File: config.mk
export PLATFORM = sky130hd
export DESIGN_NAME = ffra_sched
export DESIGN_NICKNAME = d
export VERILOG_FILES = /design/src/rtl/ffra_pkg.sv /design/src/rtl/ffra_rr_arb.sv /design/src/rtl/ffra_sched.sv
export SDC_FILE = /design/constraint.sdc
export NUM_CORES = 1
export LEC_CHECK = 0
export ABC_AREA = 0
export BUFFER_PORTS_ARGS = -buffer_cell sky130_fd_sc_hd__buf_2
export CAP_MARGIN = 15
export CORE_UTILIZATION = 50
export DETAILED_ROUTE_END_ITERATION = 10
export PLACE_DENSITY = 0.8
export SYNTH_ARGS = -nofsm -noshare
export SYNTH_HDL_FRONTEND = slang
export SYNTH_SLANG_ARGS = --single-unit
File: constraint.sdc
create_clock -name clk -period 4.3 [get_ports clk]
set_input_delay 0.215 -clock clk [delete_from_list [all_inputs] [get_ports clk]]
set_output_delay 0.215 -clock clk [all_outputs]
set_load 0.1 [all_outputs]
File: src/rtl/ffra_pkg.sv
// Shared widths, controller state encoding and channel-index sizing for ffra_sched.
package ffra_pkg;

  localparam int A_W   = 8;
  localparam int CI_W  = 16;
  localparam int O_W   = 16;
  localparam int CNT_W = 3;   // holds datapath latency 0..7

  typedef enum logic [1:0] {
    IDLE = 2'd0,
    WAIT = 2'd1,
    BEAT = 2'd2,
    RESP = 2'd3
  } state_e;

  // Width of a channel index; kept at least 1 bit so a degenerate N never yields a zero-width vector.
  function automatic int ch_w(input int n);
    return (n > 1) ? $clog2(n) : 1;
  endfunction

endpackage

File: src/rtl/ffra_rr_arb.sv
// Combinational round-robin picker: first set request at or above ptr, wrapping at N.
module ffra_rr_arb
  import ffra_pkg::*;
#(
  parameter int N  = 4,
  parameter int IW = ch_w(N)
) (
  input  logic [N-1:0]  req,
  input  logic [IW-1:0] ptr,
  output logic [N-1:0]  gnt,
  output logic [IW-1:0] idx,
  output logic          any
);

  // Scan from the farthest slot back toward ptr so the nearest requester overwrites earlier hits.
  always_comb begin
    gnt = '0;
    idx = '0;
    any = 1'b0;
    for (int k = N - 1; k >= 0; k--) begin
      if (req[(int'(ptr) + k) % N]) begin
        gnt = '0;
        gnt[(int'(ptr) + k) % N] = 1'b1;
        idx = IW'((int'(ptr) + k) % N);
        any = 1'b1;
      end
    end
  end

endmodule

File: src/rtl/ffra_sched.sv
// Round-robin controller sharing one multiply-add datapath among N burst requesters.
// Each burst chains a*b+ci with the previous result as ci; one result is returned per burst.
module ffra_sched
  import ffra_pkg::*;
#(
  parameter int N      = 4,
  parameter int DP_LAT = 1
) (
  input  logic                  clk,
  input  logic                  rst_n,
  input  logic [N-1:0]          req_valid,
  output logic [N-1:0]          req_ready,
  input  logic [N*A_W-1:0]      req_a,
  input  logic [N*A_W-1:0]      req_b,
  input  logic [N*CI_W-1:0]     req_ci,
  input  logic [N-1:0]          req_last,
  output logic                  rsp_valid,
  input  logic                  rsp_ready,
  output logic [$clog2(N)-1:0]  rsp_id,
  output logic [O_W-1:0]        rsp_data,
  output logic [A_W-1:0]        dp_a,
  output logic [A_W-1:0]        dp_b,
  output logic [CI_W-1:0]       dp_ci,
  input  logic [O_W-1:0]        dp_o,
  output logic                  busy
);

  localparam int IW = ch_w(N);

  state_e           state_q, state_d;
  logic [CNT_W-1:0] cnt_q, cnt_d;
  logic [IW-1:0]    grant_q, grant_d;
  logic [IW-1:0]    rr_q, rr_d;
  logic [A_W-1:0]   a_q, a_d, b_q, b_d;
  logic [CI_W-1:0]  ci_q, ci_d;
  logic             last_q, last_d;
  logic [O_W-1:0]   acc_q, acc_d;
  logic [N-1:0]     ready_c;

  logic [N-1:0]     arb_gnt;
  logic [IW-1:0]    arb_idx;
  logic             arb_any;

  ffra_rr_arb #(.N(N), .IW(IW)) u_arb (
    .req (req_valid),
    .ptr (rr_q),
    .gnt (arb_gnt),
    .idx (arb_idx),
    .any (arb_any)
  );

  // Datapath operands come straight from the beat registers so they stay stable through WAIT.
  assign dp_a      = a_q;
  assign dp_b      = b_q;
  assign dp_ci     = ci_q;
  assign rsp_valid = (state_q == RESP);
  assign rsp_data  = acc_q;
  assign rsp_id    = grant_q;
  assign busy      = (state_q != IDLE);
  // Ready is combinational from req_valid in IDLE; mask it so reset really silences every output.
  assign req_ready = ready_c & {N{rst_n}};

  // Next-state, beat capture, accumulator chaining and ready generation.
  always_comb begin
    state_d = state_q;
    cnt_d   = cnt_q;
    grant_d = grant_q;
    rr_d    = rr_q;
    a_d     = a_q;
    b_d     = b_q;
    ci_d    = ci_q;
    last_d  = last_q;
    acc_d   = acc_q;
    ready_c = '0;
    unique case (state_q)
      IDLE: begin
        if (arb_any) begin
          ready_c = arb_gnt;
          grant_d = arb_idx;
          a_d     = req_a[int'(arb_idx)*A_W +: A_W];
          b_d     = req_b[int'(arb_idx)*A_W +: A_W];
          ci_d    = req_ci[int'(arb_idx)*CI_W +: CI_W];
          last_d  = req_last[arb_idx];
          cnt_d   = CNT_W'(DP_LAT);
          state_d = WAIT;
        end
      end
      WAIT: begin
        if (cnt_q != '0) begin
          cnt_d = cnt_q - 1'b1;
        end else begin
          acc_d   = dp_o;
          state_d = last_q ? RESP : BEAT;
        end
      end
      BEAT: begin
        // Burst is locked to its owner; later beats chain on the running result.
        ready_c[grant_q] = 1'b1;
        if (req_valid[grant_q]) begin
          a_d     = req_a[int'(grant_q)*A_W +: A_W];
          b_d     = req_b[int'(grant_q)*A_W +: A_W];
          ci_d    = acc_q;
          last_d  = req_last[grant_q];
          cnt_d   = CNT_W'(DP_LAT);
          state_d = WAIT;
        end
      end
      RESP: begin
        if (rsp_ready) begin
          rr_d    = (grant_q == IW'(N - 1)) ? '0 : grant_q + 1'b1;
          state_d = IDLE;
        end
      end
      default: state_d = IDLE;
    endcase
  end

  // State and datapath registers; reset drops any burst in flight.
  always_ff @(posedge clk or negedge rst_n) begin
    if (!rst_n) begin
      state_q <= IDLE;
      cnt_q   <= '0;
      grant_q <= '0;
      rr_q    <= '0;
      a_q     <= '0;
      b_q     <= '0;
      ci_q    <= '0;
      last_q  <= 1'b0;
      acc_q   <= '0;
    end else begin
      state_q <= state_d;
      cnt_q   <= cnt_d;
      grant_q <= grant_d;
      rr_q    <= rr_d;
      a_q     <= a_d;
      b_q     <= b_d;
      ci_q    <= ci_d;
      last_q  <= last_d;
      acc_q   <= acc_d;
    end
  end

endmodule

==> impl_metrics.py <==
metrics = {
    "outcome": {
        "run_status": "finished, final reports clean",
    },
    "critical_path": {
        "startpoint_type_of_the_worst_setup_path": "flip-flop",
        "launch_point_of_the_critical_path": "rr_q[0]$_DFFE_PN0P_",
        "cp_cell_sequence": "buf_4, mux4_2, nor2b_1, a22oi_1, o21ai_0, a222oi_1, inv_1, buf_2",
        "regToRegStartpoint": "rr_q[0]$_DFFE_PN0P_",
        "worst-endpoint-arrival_ns": 3.48,
        "crit_required_ns": 4.09,
        "worst-path-max-fanout": 22,
        "critPathSlowestCell": "sky130_fd_sc_hd__nor2b_1",
        "critical-path-max-stage-delay_ns": 0.78,
        "timing_worst_setup_path_type": "reg -> out",
        "reg2reg_depth": 7,
        "worst_setup_path_end_kind": "output port",
    },
    "job": {
        "timing.max_cap.violations": 0,
    },
    "timing": {
        "fin_tns_setup_ns": 0,
        "period_minus_ws_final_ns": 3.69,
        "slew_headroom_pct": 35.9,
        "fmax_mhz": 271,
        "rsz_0062_raised_after_global_routing": "no",
        "fin_worst_skew_ns": 0.0209,
        "report.final.hold_viol_count": 0,
        "setup-violations-final": 0,
        "final_max_slew_viol_count": 0,
        "post-route-worst-setup-slack_ns": 0.609,
        "tightest_slew_ns": 0.960,
        "min_period_over_period_pct": 85.8,
    },
    "synth": {
        "synth.yosys.seq_area_share_pct": 28.4,
        "synth_async_sr_flop_share_pct": 100,
        "post_synth.cell_area_avg_um2": 8.79,
        "number_of_flops_mapped_to_enable_cells_by_yosys": 0,
        "synth.distinct_cells": 60,
        "syn-instance-count": 582,
        "netlist_area_um2": 5110,
        "ys_ff_latch": 58,
        "syn-num-nets": 751,
        "ys.flop_type": "sky130_fd_sc_hd__dfrtp_1",
        "yosys_warnings": 0,
    },
    "drt": {
        "top_signal_layer_used": "met4",
        "drcViolationCount": 0,
        "first_iter_violations": 516,
        "met2_length_mm": 8.52,
        "length_of_routed_wiring_on_met1_mm": 6.74,
        "antenna_left": 0,
        "route.final.wire_length_mm": 17.5,
        "length_of_routed_met3_wiring_mm": 1.61,
        "routed_via_density": 6.31,
        "drt_pre_antenna_iters": 9,
        "routed-via-count": 5663,
        "route.detailed.wl_per_inst_um": 19.5,
    },
    "placement": {
        "preCtsSetupSlack_ns": 1.02,
        "port-buffer-count": 210,
        "place.gp.congestion": 0.930,
        "place.detailed.hpwl_mm": 12.1,
    },
    "grt": {
        "global_route_wire_length_before_repair_mm": 26.6,
        "globalRouteOverflowTotal": 0,
        "grt_max_degree": 60,
        "globalRouteTotalUtil_pct": 32.6,
        "antenna_found_initial": 0,
        "grt_pass1_vias": 5383,
    },
    "final_layout": {
        "layout.cells.most_common_list": "sky130_fd_sc_hd__buf_2 (210), sky130_fd_sc_hd__nand2_1 (87), sky130_fd_sc_hd__dfrtp_1 (58), sky130_fd_sc_hd__a21oi_1 (43), sky130_fd_sc_hd__nand3_1 (37)",
        "commonest_non_fill_non_tap_cell_in_the_layout": "sky130_fd_sc_hd__buf_2",
        "design.final.nets": 928,
        "postLayoutCoreUtil_pct": 63.5,
        "share_of_post_route_cells_with_drive_strength_above_1_pct": 36.5,
        "antenna_cells_inserted": 0,
        "syn_to_final_growth_pct": 22.5,
    },
    "clocking": {
        "tritoncts": "done",
        "hold_buffers": 0,
        "cts_inserted_buffers": 9,
        "clockBufferDepth": 2,
        "cts_root_buffer": "sky130_fd_sc_hd__clkbuf_8",
        "numClockSinks": 58,
        "post_cts_buffers": 0,
        "post_cts.resized_instances": 0,
        "h-tree-depth": 3,
        "insertion_delay_ns": 0.34,
        "path_clk_slew_ns": 0.09,
    },
    "floorplan": {
        "fp.dieH_um": 103,
        "starting_utilization_of_the_core_area_pct": 51.9,
        "rows": 36,
        "fp.dieW_um": 103,
        "coreArea_um2": 9860,
        "overall_die_area_um2": 10600,
        "top_level_ports": 211,
    },
    "hold_path": {
        "min-delay-path-class": "in -> async",
    },
}
cell families after synthesis:
family	after synthesis	share of synthesized area (%)
simple gates	192	18.7
fa+ha+maj	14	3.42
flops	58	28.4
mux	63	14.1
buf+inv	74	8.10
xor+xnor	1	0.171
compound gates	180	27.2
Yosys cell counts (all sizes together) (16+ instances only):
master	number	area, um^2
mux2i	36	360
nor4bb	16	160
nand2	88	333
clkbuf	20	75.1
nand3	37	185
buf	37	275
a221oi	18	175
dfrtp	58	1450
a21oi	44	224
nor2	25	93.8
inv	17	63.8
a21boi	18	135
a222oi	20	200
o32ai	16	140
o221ai	16	140
a211oi	17	140
mux2	22	248
metal layers:
metal	global-route usage, %	vias up
met5	0	-
met4	14.0	0
met3	8.34	50
met2	55.4	337
met1	39.0	2695
li1	-	2581
metrics by stage:
stage | cell area (um^2) | std cells | hold WS, ns
after floorplan | 5110 | 582 | -0.0806
after global placement | 6100 | 881 | 0.446
after CTS | 6270 | 897 | 0.0986
after detailed placement | 6100 | 881 | 0.451
final | 6270 | 897 | 0.0958
after global routing | 6270 | 897 | 0.0918
worst max-delay path: cells and delay by family (launching register included):
kind | cells | cell delay [ns]
muxes | 1 | 0.63
and+or+nand+nor | 1 | 0.78
buffers and inverters | 3 | 0.80
AOI/OAI and AO/OA | 3 | 0.49
DFF | 1 | 0.42
area by class of cell:
cell class / instances / area [um^2]
clock buffer: 10 / 128
clock inverter: 6 / 42.5
fill: 864 / 3600
inverter: 17 / 63.8
multi-input combinational: 450 / 3270
sequential: 58 / 1450
tap: 133 / 166
timing repair buffer: 223 / 1150
path summary, 6_finish.rpt:
path,end,slack (ns)
worst max register to register,dp_a[6]$_DFFE_PN0P_,0.93
min in group clk,rsp_data[12]$_DFFE_PN0P_,0.10
worst min-delay path,rsp_data[14]$_DFFE_PN0P_,0.1
worst max-delay path,req_ready[0],0.61
worst min register to register,dp_a[0]$_DFFE_PN0P_,0.49
max in group asynchronous,dp_a[6]$_DFFE_PN0P_,3.66
state kept, by name, summed over array words and instances, names as in the netlist:
register	flops
dp_ci	16
rsp_data	16
dp_a	8
dp_b	8
cnt_q	3
rr_q	2
rsp_id	2
state_q	2
last_q	1
Power is left out: the tool's default activity adds up to more than one toggle a clock period on the data nets, which glitch-free logic cannot reach.
